===== config.mk =====
export PLATFORM = sky130hd
export DESIGN_NAME = la_ao_pipe
export DESIGN_NICKNAME = d
export VERILOG_FILES = /design/src/rtl/la_ao_pipe_pkg.sv /design/src/rtl/la_ao_pipe_stage.sv /design/src/rtl/la_ao_pipe.sv
export SDC_FILE = /design/constraint.sdc
export NUM_CORES = 1
export LEC_CHECK = 0
export CAP_MARGIN = 20
export CELL_PAD_IN_SITES_DETAIL_PLACEMENT = 1
export CELL_PAD_IN_SITES_GLOBAL_PLACEMENT = 1
export CORE_AREA = 8 8 45 47
export CTS_CLUSTER_SIZE = 16
export DETAILED_ROUTE_END_ITERATION = 7
export DIE_AREA = 0 0 53 55
export DONT_BUFFER_PORTS = 1
export GPL_TIMING_DRIVEN = 0
export PLACE_DENSITY = 0.49
export SLEW_MARGIN = 20
export SYNTH_ARGS = -nofsm -noshare
export SYNTH_HDL_FRONTEND = slang
export SYNTH_HIERARCHICAL = 1
export SYNTH_SLANG_ARGS = --single-unit

===== constraint.sdc =====
create_clock -name clk -period 2.77 [get_ports clk]
set_clock_uncertainty 0.15 [all_clocks]
set_input_delay 0.4155 -clock clk [delete_from_list [all_inputs] [get_ports clk]]
set_output_delay 0.4155 -clock clk [all_outputs]
set_load 0.02 [all_outputs]

===== src/rtl/la_ao_pipe_pkg.sv =====
// rtl/la_ao_pipe_pkg.sv - shared helpers for the pipelined AND-OR array
package la_ao_pipe_pkg;

  // A zero-width direct-input group still needs a one-bit port.
  function automatic int max1(input int n);
    return (n > 0) ? n : 1;
  endfunction

endpackage


===== src/rtl/la_ao_pipe_stage.sv =====
// rtl/la_ao_pipe_stage.sv - one-entry elastic valid/ready register slot
module la_ao_pipe_stage #(
  parameter int DW = 1
) (
  input  logic          clk,
  input  logic          nreset,
  input  logic          clear,
  input  logic          i_valid,
  output logic          i_ready,
  input  logic [DW-1:0] i_data,
  output logic          o_valid,
  input  logic          o_ready,
  output logic [DW-1:0] o_data
);

  logic          r_valid;
  logic [DW-1:0] r_data;
  logic          w_load;

  assign i_ready = ~r_valid | o_ready;
  assign w_load  = i_valid & i_ready & ~clear;
  assign o_valid = r_valid;
  assign o_data  = r_data;

  always_ff @(posedge clk or negedge nreset) begin
    if (!nreset) begin
      r_valid <= 1'b0;
      r_data  <= '0;
    end else begin
      if (clear)
        r_valid <= 1'b0;
      else if (w_load)
        r_valid <= 1'b1;
      else if (o_ready)
        r_valid <= 1'b0;
      if (w_load)
        r_data <= i_data;
    end
  end

endmodule


===== src/rtl/la_ao_pipe.sv =====
// rtl/la_ao_pipe.sv - W-lane AND-OR(-invert) array with 0..2 elastic register stages
module la_ao_pipe
  import la_ao_pipe_pkg::*;
#(
  parameter int W    = 1,
  parameter int NT   = 1,
  parameter int NA   = 3,
  parameter int NB   = 1,
  parameter int INV  = 0,
  parameter int PIPE = 2,
  parameter     PROP = "DEFAULT"
) (
  input  logic                    clk,
  input  logic                    nreset,
  input  logic                    clear,
  input  logic                    in_valid,
  output logic                    in_ready,
  input  logic [W*NT*NA-1:0]      a,
  input  logic [W*max1(NB)-1:0]   b,
  output logic                    out_valid,
  input  logic                    out_ready,
  output logic [W-1:0]            z
);

  localparam int LW  = NT + NB;
  localparam int S1W = W * LW;

  // Per lane: NT term bits in the low slots, then the NB direct inputs.
  logic [S1W-1:0] w_s1_in;
  logic [S1W-1:0] w_or_src;
  logic [W-1:0]   w_res;

  for (genvar l = 0; l < W; l++) begin : g_lane
    for (genvar t = 0; t < NT; t++) begin : g_term
      assign w_s1_in[l*LW+t] = &a[(l*NT+t)*NA +: NA];
    end
    if (NB > 0) begin : g_b
      assign w_s1_in[l*LW+NT +: NB] = b[l*NB +: NB];
    end
    assign w_res[l] = (INV != 0) ^ (|w_or_src[l*LW +: LW]);
  end

  if (PIPE == 0) begin : g_pipe0
    assign w_or_src  = w_s1_in;
    assign z         = w_res;
    assign out_valid = in_valid;
    assign in_ready  = out_ready;
  end else if (PIPE == 1) begin : g_pipe1
    assign w_or_src = w_s1_in;
    la_ao_pipe_stage #(.DW(W)) u_s2 (
      .clk     (clk),
      .nreset  (nreset),
      .clear   (clear),
      .i_valid (in_valid),
      .i_ready (in_ready),
      .i_data  (w_res),
      .o_valid (out_valid),
      .o_ready (out_ready),
      .o_data  (z)
    );
  end else begin : g_pipe2
    logic w_s1_valid;
    logic w_s1_ready;
    la_ao_pipe_stage #(.DW(S1W)) u_s1 (
      .clk     (clk),
      .nreset  (nreset),
      .clear   (clear),
      .i_valid (in_valid),
      .i_ready (in_ready),
      .i_data  (w_s1_in),
      .o_valid (w_s1_valid),
      .o_ready (w_s1_ready),
      .o_data  (w_or_src)
    );
    la_ao_pipe_stage #(.DW(W)) u_s2 (
      .clk     (clk),
      .nreset  (nreset),
      .clear   (clear),
      .i_valid (w_s1_valid),
      .i_ready (w_s1_ready),
      .i_data  (w_res),
      .o_valid (out_valid),
      .o_ready (out_ready),
      .o_data  (z)
    );
  end

endmodule

# Yosys cells after proc, flatten, opt, wreduce, memory -nomap -nowiden
# Index checks and enable logic that the tools add are counted.
word_totals:
  regBits: 5
  input_bits: 9
classes:
  bitwise_logic: 9
  muxes: 6
  reduce_logical: 4
ops:
  columns: ["op", "n"]
  rows:
  - ["two-way mux 1 bit", 6]
  - ["nonzero test 3 bit", 2]
  - ["bitwise AND 1 bit", 4]
  - ["NOT 1 bit", 3]
  - ["AND reduction 3 bit", 1]
  - ["OR 1 bit", 2]
  - ["OR reduction 2 bit", 1]

# Depth between registers and ports, before layout
depth:
  word_depth: 7
  mapped_depth: 5
  depth_no_buf: 5

# Hierarchy
# Netlist, hierarchy kept.
modules_own_cells:
  columns: ["module", "cells_each", "seq_area_each_um2", "area_per_inst_um2", "n_inst"]
  rows:
  - ["la_ao_pipe_stage at g_pipe2.u_s1", 10, 75.1, 135.1, 1]
  - ["la_ao_pipe_stage at g_pipe2.u_s2", 8, 50.0, 102.6, 1]
  - ["la_ao_pipe", 2, 0.0, 12.5, 1]

# Worst setup path before layout
# OpenSTA, ideal clock, no wires.
synth_path:
  path_type: "register to register"
  start: "register g_pipe2.u_s2.r_valid (netlist: g_pipe2.u_s2/o_valid)"
  end: "register g_pipe2.u_s1.r_data[1] (netlist: g_pipe2.u_s1/o_data[1])"
  n_path_buf: 0
  t_required_ns: 2.495
  setup_ns: 0.125
  arrival_time_ns: 1.243
  period_less_slack_ns: 1.518
  slack_ns: 1.252
  stages_incl_launch_ff: 6
  cell_sequence: "dfrtp_1 -> nor2b_4 -> inv_1 -> nor2b_4 -> nor3b_2 -> mux2_2"
synth_between:
  elab_chain_len: 5
synth_lines:
  columns: ["element", "line", "source"]
  rows:
  - ["start: declaration", "la_ao_pipe_stage.sv:16", "logic r_valid;"]
  - ["start signal: assignment", "la_ao_pipe_stage.sv:27", "r_valid <= 1'b0;"]
  - ["start signal: assignment", "la_ao_pipe_stage.sv:31", "r_valid <= 1'b0;"]
  - ["start signal: assignment", "la_ao_pipe_stage.sv:33", "r_valid <= 1'b1;"]
  - ["NOT 1 bit", "la_ao_pipe_stage.sv:20", "assign i_ready = ~r_valid | o_ready;"]
  - ["OR 1 bit", "la_ao_pipe_stage.sv:20", null]
  - ["named net g_pipe2.w_s1_ready", "la_ao_pipe.sv:63", "logic w_s1_ready;"]
  - ["OR 1 bit", "la_ao_pipe_stage.sv:20", null]
  - ["bitwise AND 1 bit (2 in series)", "la_ao_pipe_stage.sv:21", "assign w_load = i_valid & i_ready & ~clear;"]
  - ["end signal: assignment", "la_ao_pipe_stage.sv:37", "r_data <= i_data;"]
  - ["end: declaration", "la_ao_pipe_stage.sv:17", "logic [DW-1:0] r_data;"]
# The timed path passes the listed nets, and every way through them passes these cells.
# A chain may end at the register's enable or synchronous reset.

# Worst setup path after layout
layout_path:
  start: "register g_pipe2.u_s2.r_valid (netlist: g_pipe2.u_s2/o_valid)"
  end: "output port in_ready"
layout_between:
  elab_chain_len: 3
layout_lines:
  columns: ["element", "line", "source"]
  rows:
  - ["NOT 1 bit", "la_ao_pipe_stage.sv:20", null]
  - ["OR 1 bit", "la_ao_pipe_stage.sv:20", null]
  - ["named net g_pipe2.w_s1_ready", "la_ao_pipe.sv:63", null]
  - ["OR 1 bit", "la_ao_pipe_stage.sv:20", null]
  - ["end: declaration", "la_ao_pipe.sv:17", "output logic in_ready,"]
# The timed path passes the listed nets, and every way through them passes these cells.

==> flow_metrics.env <==
export IMPL_synth_fa_ha_area_share_pct=0
export IMPL_clkSinkCount=5
export IMPL_multiInputGateArea_um2=118
export IMPL_fmax_mhz=548
export IMPL_drive_gt1_share_pct=40.0
export IMPL_die_h_um=55
export IMPL_io_pin_count=12
export IMPL_wirelength_um=605
export IMPL_fin_ws_ns=0.944
export IMPL_synth_compound_area_share_pct=0
export IMPL_synth_top_family_by_area="simple AND/OR/NAND/NOR gates"
export IMPL_rsz0062_at_grt="no"
export IMPL_cap_violations=0
export IMPL_grt_usage_pct=5.70
export IMPL_syn_inst=20
export IMPL_root_buffer="clkbuf_4"
export IMPL_fin_crit_sh_pct=65.9
export IMPL_initial_core_util_pct=18.1
export IMPL_seq_area_um2=125
export IMPL_finalSetupViolations=0
export IMPL_slew_viol_final=0
export IMPL_p_int_mw=0.153
export IMPL_cts_htree_levels=1
export IMPL_rows=14
export IMPL_tns_ns=0
export IMPL_final_hold_viol_count=0
export IMPL_grt_max_degree=6
export IMPL_synth_xor_area_share_pct=0
export IMPL_worstSetupPathType="flop to output pin"
export IMPL_dieArea_um2=2920
export IMPL_insertion_delay_ns=0.24
export IMPL_n_antenna_cell=0
export IMPL_worstPathMaxFanout=3
export IMPL_final_nets=35
export IMPL_nFillCells=165
export IMPL_first_iter_violations=2
export IMPL_grt_pass1_vias=215
export IMPL_remaining_drc_errors=0
export IMPL_final_min_clock_period_ns=1.83
export IMPL_yosysUniqueCellTypes=9
export IMPL_p_comb_share_pct=11.3
export IMPL_pwr_share_seq_pct=47.3
export IMPL_io_buffers=0
export IMPL_cts_tree="yes"
export IMPL_clockPowerShare_pct=41.4
export IMPL_yosys_area_share_simple_pct=32.0
export IMPL_coreArea_um2=1380
export IMPL_power_switching_share_pct=25.2
export IMPL_maxSlewHeadroom_pct=83.4
export IMPL_synth_seq_cells=5
export IMPL_synth_fp_nets=29
export IMPL_power_per_cell_area_nw_per_um2=668
export IMPL_ctsResizeCount=0
export IMPL_seq_area_frac_synth_pct=50.0
export IMPL_pre_cts_ws_ns=1.13
export IMPL_grt_pass1_wl_um=1060
export IMPL_die_w_um=53
export IMPL_outcome="complete, no violations"
export IMPL_antenna_found_initial=0
export IMPL_clockBufferDepth=2
export IMPL_hold_class="input port to flop"
export IMPL_synth_warnings=6
export IMPL_gp_congestion=0.619
export IMPL_synth_area_mux_share_pct=15.0
export IMPL_synth_area_per_cell_um2=12.5
export IMPL_critPathSlowestCell="dfrtp_1"
export IMPL_crit_chain="nor2b_4 -> inv_1 -> nor2b_4 -> inv_1"
export IMPL_clk_pin_slew_ns=0.04
export IMPL_crit_path_max_incr_delay_ns=0.46
export IMPL_via_per_inst=4.07
export IMPL_netlist_area_um2=250
export IMPL_gr_total_overflow=0
export IMPL_ir_drop_mv=0.190
export IMPL_switchingPower_mw=0.0517
export IMPL_worst_ep_arrival_time_ns=1.26
export IMPL_required_ns=2.20
export IMPL_synthToLayoutAreaGrowth_pct=22.5
export IMPL_p_leak_nw=0.130
export IMPL_wl_per_cell_um=14.8
export IMPL_dr_total_vias=167
export IMPL_critPathCaptureType="output pin"
export IMPL_start_kind="flop"
export IMPL_worst_pin_slew_ns=0.248
export IMPL_first_pass_iters=2
export IMPL_ant_nets=0
export IMPL_cts_buffers=3
sequential cells by signal (all words and copies together), names as in the netlist:
name	flops
g_pipe2.u_s2/o_valid	1
g_pipe2.u_s1/o_data	2
g_pipe2.u_s2/o_data	1
g_pipe2.u_s1/o_valid	1
cells by family after synthesis:
family	count (synthesis)
flops	5
simple gates	10
mux	3
buf+inv	2
layout by cell type, fill, tap and decap left out, drive strengths merged:
master / n
nor2b: 2
nor3b: 2
inv: 2
dfrtp: 5
or2: 1
dlygate4sd3: 1
and3: 1
nor2: 4
mux2: 3
clkbuf: 4
area by class of cell:
type,count,area share [%]
inverter,2,2.45
tap,16,6.53
multi-input combinational,13,38.4
sequential,5,40.8
clock buffer,4,8.57
timing repair buffer,1,3.27
power by group through the flow:
stage	Clock (mW)	Sequential (mW)	Combinational (mW)
6_report	0.0847	0.0970	0.0232
5_1_grt	0.0961	0.0983	0.0255
4_1_cts	0.0899	0.0979	0.0238
3_5_place_dp	0	0.0990	0.0210
3_3_place_gp	0	0.0978	0.0199
2_1_floorplan	0	0.0953	0.0189
through the flow:
stage / cells / total power [mW] / hold WS, ns / area (µm²) / util [%]
after floorplan: 20 / 0.114 / -0.0301 / 250 / -
after detailed placement: 36 / 0.120 / -0.0299 / 270 / 19.5
after global routing: 41 / 0.220 / 0.0731 / 307 / 22.2
after global placement: 36 / 0.118 / -0.0299 / 270 / 19.5
after CTS: 41 / 0.212 / 0.0799 / 307 / 22.2
final: 41 / 0.205 / 0.0887 / 307 / 22.2
per-layer routing:
metal	vias to the layer above	global-route usage, %	wire, µm
li1	74	-	-
met1	82	4.61	229
met2	11	7.81	277
met3	0	5.08	99
met4	0	6.47	0
met5	-	0	0
worst max-delay path, delay by kind of cell, from the launching register on:
kind,cells,cell delay [ns]
and+or+nand+nor,2,0.36
DFF,1,0.46
buffers and inverters,2,0.20
synthesized netlist by cell type, drive strengths merged:
library cell  count  area [µm²]
dfrtp             5         125
inv               2        7.51
nor2              4        15.0
and3              1        6.26
or2               1        6.26
mux2              3        37.5
nor3b             2        25.0
nor2b             2        27.5
worst paths after layout:
kind,startpoint,cells past startpoint,to,slack [ns]
min,clear,1,g_pipe2.u_s2/o_valid$_DFFE_PN0P_,0.09
max,g_pipe2.u_s2/o_valid$_DFFE_PN0P_,4,in_ready,0.94
min in group asynchronous,nreset,1,g_pipe2.u_s2/o_valid$_DFFE_PN0P_,0.32
max reg2reg,g_pipe2.u_s2/o_valid$_DFFE_PN0P_,5,g_pipe2.u_s1/o_data[1]$_DFFE_PN0P_,1.15
max in group asynchronous,nreset,1,g_pipe2.u_s1/o_data[1]$_DFFE_PN0P_,1.95
min reg2reg,g_pipe2.u_s1/o_data[0]$_DFFE_PN0P_,1,g_pipe2.u_s1/o_data[0]$_DFFE_PN0P_,0.35
timing repair:
item,in CTS,in global routing
buffers inserted,0,0
hold buffers,1,0
hold endpoints to repair,5,0
Power figures use the tool's default switching activity.
